$ cat config.mk
export PLATFORM = sky130hd
export DESIGN_NAME = truth_table_sweeper
export DESIGN_NICKNAME = d
export VERILOG_FILES = /design/src/rtl/tt_sweep_pkg.sv /design/src/rtl/tt_settle_timer.sv /design/src/rtl/truth_table_sweeper.sv
export SDC_FILE = /design/constraint.sdc
export NUM_CORES = 1
export LEC_CHECK = 0
export CAP_MARGIN = 20
export CORE_ASPECT_RATIO = 0.75
export CORE_MARGIN = 4
export CORE_UTILIZATION = 40
export DETAILED_ROUTE_END_ITERATION = 10
export GPL_ROUTABILITY_DRIVEN = 0
export GPL_TIMING_DRIVEN = 1
export HOLD_SLACK_MARGIN = 0.06
export REMOVE_ABC_BUFFERS = 1
export SLEW_MARGIN = 0
export SYNTH_ARGS = -nofsm -noshare
export SYNTH_HDL_FRONTEND = slang
export SYNTH_SLANG_ARGS = --single-unit
$ cat constraint.sdc
create_clock -name clk -period 2.1 [get_ports clk]
set_input_delay 0.42 -clock clk [delete_from_list [all_inputs] [get_ports clk]]
set_output_delay 0.42 -clock clk [all_outputs]
set_load 0.02 [all_outputs]
$ cat src/rtl/tt_sweep_pkg.sv
// Shared types and helpers for the truth-table sweeper.
// The optional expected-table comparison is enabled with the TT_CHECK_EN macro.
package tt_sweep_pkg;

    typedef enum logic [1:0] {
        IDLE,
        HOLD,
        DONE
    } tt_state_e;

    localparam int SETTLE_W = 8;

    function automatic int tt_len(input int n);
        return 1 << n;
    endfunction

endpackage

$ cat src/rtl/tt_settle_timer.sv
// Loadable down-counter that times the settle window for each stimulus vector.
// The counter saturates at zero and asserts zero_o while it is there.
module tt_settle_timer
    import tt_sweep_pkg::*;
(
    input  logic                clk,
    input  logic                rst,
    input  logic                load_i,
    input  logic                dec_i,
    input  logic [SETTLE_W-1:0] load_val_i,
    output logic                zero_o
);

    logic [SETTLE_W-1:0] count_q;
    logic [SETTLE_W-1:0] count_d;

    // Load has priority, so a new window can start on the same edge the old one expires.
    always_comb begin
        count_d = count_q;
        if (load_i) begin
            count_d = load_val_i;
        end else if (dec_i && (count_q != '0)) begin
            count_d = count_q - 1'b1;
        end
    end

    always_ff @(posedge clk) begin
        if (rst) begin
            count_q <= '0;
        end else begin
            count_q <= count_d;
        end
    end

    assign zero_o = (count_q == '0);

endmodule

$ cat src/rtl/truth_table_sweeper.sv
// Sweeps all 2**N_IN input vectors, holds each for SETTLE cycles and captures y_in into a table.
// Defining TT_CHECK_EN adds the expected/mismatch ports for a built-in table comparison.
module truth_table_sweeper
    import tt_sweep_pkg::*;
#(
    parameter int N_IN   = 4,
    parameter int SETTLE = 1
) (
    input  logic                    clk,
    input  logic                    rst,
    input  logic                    start,
    output logic [N_IN-1:0]         stim,
    input  logic                    y_in,
    output logic                    busy,
    output logic                    done,
    output logic [tt_len(N_IN)-1:0] truth
`ifdef TT_CHECK_EN
    ,
    input  logic [tt_len(N_IN)-1:0] expected,
    output logic                    mismatch
`endif
);

    localparam int                  LEN       = tt_len(N_IN);
    localparam logic [SETTLE_W-1:0] SETTLE_M1 = SETTLE_W'(SETTLE - 1);
    localparam logic [N_IN-1:0]     STIM_LAST = {N_IN{1'b1}};

    tt_state_e       state_q, state_d;
    logic [N_IN-1:0] stim_q, stim_d;
    logic [LEN-1:0]  truth_q, truth_d;
    logic            busy_q, busy_d;
    logic            done_q, done_d;
    logic            tmrLoad;
    logic            tmrDec;
    logic            tmrZero;

    tt_settle_timer u_timer (
        .clk       (clk),
        .rst       (rst),
        .load_i    (tmrLoad),
        .dec_i     (tmrDec),
        .load_val_i(SETTLE_M1),
        .zero_o    (tmrZero)
    );

    // y_in is only looked at when the settle window expires, so earlier glitches are ignored.
    always_comb begin
        state_d = state_q;
        stim_d  = stim_q;
        truth_d = truth_q;
        busy_d  = busy_q;
        done_d  = 1'b0;
        tmrLoad = 1'b0;
        tmrDec  = 1'b0;
        case (state_q)
            IDLE: begin
                if (start) begin
                    stim_d  = '0;
                    truth_d = '0;
                    busy_d  = 1'b1;
                    tmrLoad = 1'b1;
                    state_d = HOLD;
                end
            end
            HOLD: begin
                if (!tmrZero) begin
                    tmrDec = 1'b1;
                end else begin
                    truth_d[stim_q] = y_in;
                    if (stim_q != STIM_LAST) begin
                        stim_d  = stim_q + 1'b1;
                        tmrLoad = 1'b1;
                    end else begin
                        busy_d  = 1'b0;
                        done_d  = 1'b1;
                        state_d = DONE;
                    end
                end
            end
            DONE: begin
                state_d = IDLE;
            end
            default: begin
                state_d = IDLE;
            end
        endcase
    end

    always_ff @(posedge clk) begin
        if (rst) begin
            state_q <= IDLE;
            stim_q  <= '0;
            truth_q <= '0;
            busy_q  <= 1'b0;
            done_q  <= 1'b0;
        end else begin
            state_q <= state_d;
            stim_q  <= stim_d;
            truth_q <= truth_d;
            busy_q  <= busy_d;
            done_q  <= done_d;
        end
    end

    assign stim  = stim_q;
    assign truth = truth_q;
    assign busy  = busy_q;
    assign done  = done_q;

`ifdef TT_CHECK_EN
    logic mismatch_q, mismatch_d;

    // Compare against truth_d so the final sample taken on the DONE entry edge is included.
    always_comb begin
        mismatch_d = mismatch_q;
        if ((state_q == IDLE) && start) begin
            mismatch_d = 1'b0;
        end else if ((state_q == HOLD) && tmrZero && (stim_q == STIM_LAST)) begin
            mismatch_d = (truth_d != expected);
        end
    end

    always_ff @(posedge clk) begin
        if (rst) begin
            mismatch_q <= 1'b0;
        end else begin
            mismatch_q <= mismatch_d;
        end
    end

    assign mismatch = mismatch_q;
`endif

endmodule

Word level (Yosys, flattened, before mapping) --
Cells that the tools add are included.
Operators by class: bitwise logic cells 2, div/mod/pow operators 0, muxes and demuxes 25, shift-type cells 0, equality and inequality tests 6, multiply operators 0, add/subtract/negate cells 2, order comparisons 2, reductions and logical operators 12
Operators with widths (number):
- $mux 16 | 2
- $pmux 16 s2 | 1
- $bwmux 16 | 1
- $mux 4 | 3
- $mux 1 | 10
- $logic_not 8->1 | 1
- $ne 2x2->1 const B | 4
- $pmux 4 s2 | 1
- $reduce_and 4->1 | 2
- $reduce_bool 8->1 | 1
- $sub 8x1->8 const B | 1
- $mux 2 | 3
- $reduce_and 3->1 | 2
- $lt 4x5->1 const B | 1
- $add 4x1->4 const B | 1
- $demux 1 s4 | 1
- $ge 4x1->1 const B | 1
- $ne 4x4->1 const B | 1
- $pmux 1 s2 | 2
- $pmux 2 s2 | 1
- $reduce_or 3->1 | 1
- $eq 2x1->1 const B | 1
- $logic_and 1x1->1 | 2
- $logic_not 2->1 | 1
- other kinds (3) | 4
Storage, ports and cells: memory bits (writable) 0, bits in registers 32, latch bits 0, output and inout bits 22, memories 0, word-level logic and storage cells 55, memory bits (read-only) 0, input bits 4

Depth between registers and ports, before layout --
depth after elaboration 7, gate-level depth with buffers 7, gate-level depth less buffers 6

Cells and area by module --
Synthesis repeated with hierarchy kept, for this count alone.
Second synthesis, totals: cells, all modules 207, area total of the unflattened synthesis 1816.7 µm²
By module, submodules not included:
- truth_table_sweeper | seq. area each 480.5 µm², area an instance 1301.2 µm², instances 1, cells an instance 148
- tt_settle_timer | seq. area each 160.2 µm², area an instance 515.5 µm², instances 1, cells an instance 59

Worst setup path after synthesis --
No wires, ideal clock.
path type register to register, start point register u_timer.count_q[0], end point register stim_q[3], in the netlist stim[3], cell stages (with the launch flop) 7, clock period less this slack 1.766 ns, data required time 1.967 ns, library setup time 0.133 ns, slack 0.334 ns, path buffers 0, data arrival time 1.632 ns, path through dfxtp_1 > inv_1 > ha_1 > nor3b_1 > nand4_1 > nand2_1 > a22oi_1
On the way: longest elaborated chain between the ends 3
Ends and longest elaborated chain:
- start, declared | RTL line tt_settle_timer.sv:14 | logic [SETTLE_W-1:0] count_q;
- start signal, assigned | RTL line tt_settle_timer.sv:31 | count_q <= count_d;
- $logic_not 8->1 | RTL line tt_settle_timer.sv:35 | assign zero_o = (count_q == '0);
- $ne 2x2->1 (no line)
- $reduce_and 4->1 (no line)
- end signal, assigned | RTL line truth_table_sweeper.sv:98 | stim_q <= stim_d;
- end, declared | RTL line truth_table_sweeper.sv:29 | logic [N_IN-1:0] stim_q, stim_d;
Every way passes these cells. A chain may end at the register's enable or synchronous reset.

Worst setup path in the final report --
Same ends and word-level chain as after synthesis.

==> summary.txt <==
CTS
  • CTS buffer count: 5
  • Clk sink count: 32
  • H-tree depth: 2
  • CTS tree: built
  • # Post-CTS Setup Buffers: 0
  • Worst-skew pair later-pin latency: between 200 and 300 ps
  • CTS Hold Bufs: 0
  • # resized after CTS: 0
  • Clock Tree Root: clkbuf_8
  • Worst-path clk slew: 60 ps
  • Clock Path Buffers: 2

GRT
  • Tot GR Track Use: between 10% and 20%
  • First-pass GRT wire length: around 5.6 mm
  • Global route overflow: 0
  • Largest net degree at the start of global routing: 18
  • Initial antenna violation count: 0
  • Vias in the first global route: 1248

Worst setup path
  • Crit path kind: reg2reg
  • CP endpoint kind: flip-flop
  • Worst Reg2Reg Path Length in Cells: 6
  • Worst reg2reg setup slack: around 150 ps
  • Worst r2r dst: stim[3]
  • Worst EP required: 2240 ps
  • Crit start category: flip-flop
  • Reg2reg start: u_timer.count_q[0]
  • Worst-path maximum fanout: 9
  • Crit path DAT: roughly 2100 ps

Power
  • Peak VDD IR: approximately 0.36 mV
  • Post-layout power: approximately 1200 uW
  • Pwr dens: between 600 and 700 nW/um2
  • Leakage power: ~0.00077 uW

Yosys
  • Synthesized area: about 1500 um2
  • Largest area contributor in the netlist: dfxtp_1
  • Seq cells post-synth: 32
  • List of most frequent post-synthesis cells: dfxtp_1, nor2_1, nand2_1, mux2i_1, nand3_1
  • Synth Instances: approximately 170
  • Top FF cell, synth: dfxtp_1
  • Synth top area share: 42.3%
  • Most frequent cell after synthesis: dfxtp_1
  • Asr flop ratio synth: 0%
  • Sequential fraction of the synthesis area: between 40% and 50%
  • Post-synth EDFFs: 0
  • Avg Synthesized Cell Area: between 9 and 10 um2
  • Dominant cells by area after synthesis: dfxtp_1, mux2i_1, ha_1
  • Synth Warn #: 0
  • Distinct cells, synth: 36

Detailed routing
  • Drt total wl: roughly 3.4 mm
  • Vias per cell: between 5 and 6
  • Vias post-DR: around 1.3k
  • Pre-Repair DR Iteration Count: 4
  • Mean routed wirelength per cell: approximately 13 um
  • Post-DRT Antenna Nets: 0
  • Iteration-0 DRC Markers: about 110
  • DRC Markers: 0

Hold path
  • Hold_sp: truth[12]
  • WHS Endpoint: truth[12]
  • Min-Delay Path Class: reg2reg
  • Hold-critical path depth: 2

Timing
  • Setup_tns: 0 ps
  • RSZ-0062 raised after global routing: no
  • Final hold vios: 0
  • Crit share post-route: between 90% and 100%
  • Setup-failing EPs final: 0
  • Max Fclk: approximately 510 MHz
  • Clock Skews: 4.00 ps
  • Slew Limit Fails: 0
  • Least-Margin Pin Slew: approximately 510 ps
  • Post-route minimum period: between 1500 and 2000 ps
  • Rel. slew slack: ~65%

Run status
  • Status: finished, final reports clean

Die
  • Die width: around 79 um
  • DIE HEIGHT: a little over 60 um
  • Io pins: 26
  • Starting Density: between 40% and 50%
  • Row count: 19
  • Core ar.: between 3000 and 4000 um2
  • DIE AREA: 4850 um2

Flow run
  • Max-capacitance violation count: 0

Finish
  • Nets@finish: 207
  • Post-Layout Cell Count: 250
  • # diodes: 0
  • Multi-input logic area: 798 um2
  • Share of layout cells above drive strength 1: about a tenth
  • Area grow syn2layout: 26.2%
  • Storage cell area: 641 um2
  • Fillers: approximately 360

Placed design
  • Port Buffers: 25
  • Placed cells: ~240
  • Final HPWL DP: ~2.5 mm
[flip-flops by register name, indices dropped and copies added (netlist names)]
signal	count
busy	1
done	1
state_q	2
stim	4
truth	16
u_timer.count_q	8
[critical path: stages, from the launching register on]
cell	delay, ps
dfxtp_1	340
inv_1	90
ha_1	180
nor3b_1	410
nand4_1	320
nand2_1	350
a22oi_1	150
[kinds of logic (layout without fill, tap and decap cells)]
family,count (synthesis),count (layout),share of synthesized area (%)
and+or+nand+nor,80,80,26.9
AOI/OAI and AO/OA,12,12,5.45
muxes,18,18,11.9
DFF,32,32,42.3
xor gates and xnor gates,6,6,3.47
adders and majority gates,6,6,4.95
buffers and inverters,11,44,5.04
[where the power goes]
group	switching, uW	internal [uW]	total (uW)
Combinational	77.8	54.0	132
Clock	211	267	478
Sequential	13.0	617	630
[worst max path at each step]
stage	endpoint	depth (start not counted)	from	slack (ps)
finish	stim[3]	6	u_timer.count_q[0]	150
global route	stim[3]	6	u_timer.count_q[0]	20
CTS	truth[12]	7	u_timer.count_q[0]	190
detailed placement	truth[12]	7	u_timer.count_q[0]	200
global placement	truth[12]	7	u_timer.count_q[0]	260
floorplan	truth[12]	6	u_timer.count_q[0]	260
[area by class of cell]
class / instances / share of cell area (%)
inverter: 4 / 0.785
clock buffer: 8 / 4.71
multi-input combinational: 122 / 41.8
sequential: 32 / 33.5
timing repair buffer: 32 / 15.8
tap: 52 / 3.40
[routing by layer]
metal / up-vias / track usage, % / share of wire [%]
met2: 36 / 22.5 / 44
li1: 643 / - / -
met5: - / 0 / 0
met3: 2 / 3.80 / 4.3
met4: 0 / 5.64 / 0.74
met1: 617 / 20.3 / 51
[cell usage in the layout (no fill, tap or decap), types with 4 or more instances in the layout]
cell	n
nand2_1	19
nand3_1	15
mux2i_1	18
dfxtp_1	32
clkdlybuf4s50_1	25
nor2_1	20
clkbuf_8	6
ha_1	6
nor3_1	5
buf_4	7
nand4_1	5
inv_1	4
[per-stage QoR]
stage	utilization (%)	worst slack, ps	area [um2]	hold slack, ps
2_1_floorplan	-	264	1450	492
3_3_place_gp	49.8	257	1820	446
3_5_place_dp	49.8	205	1820	451
4_1_cts	52.2	191	1910	461
5_1_grt	52.2	18.6	1910	488
6_report	52.2	146	1910	456
Power figures use the tool's default switching activity.
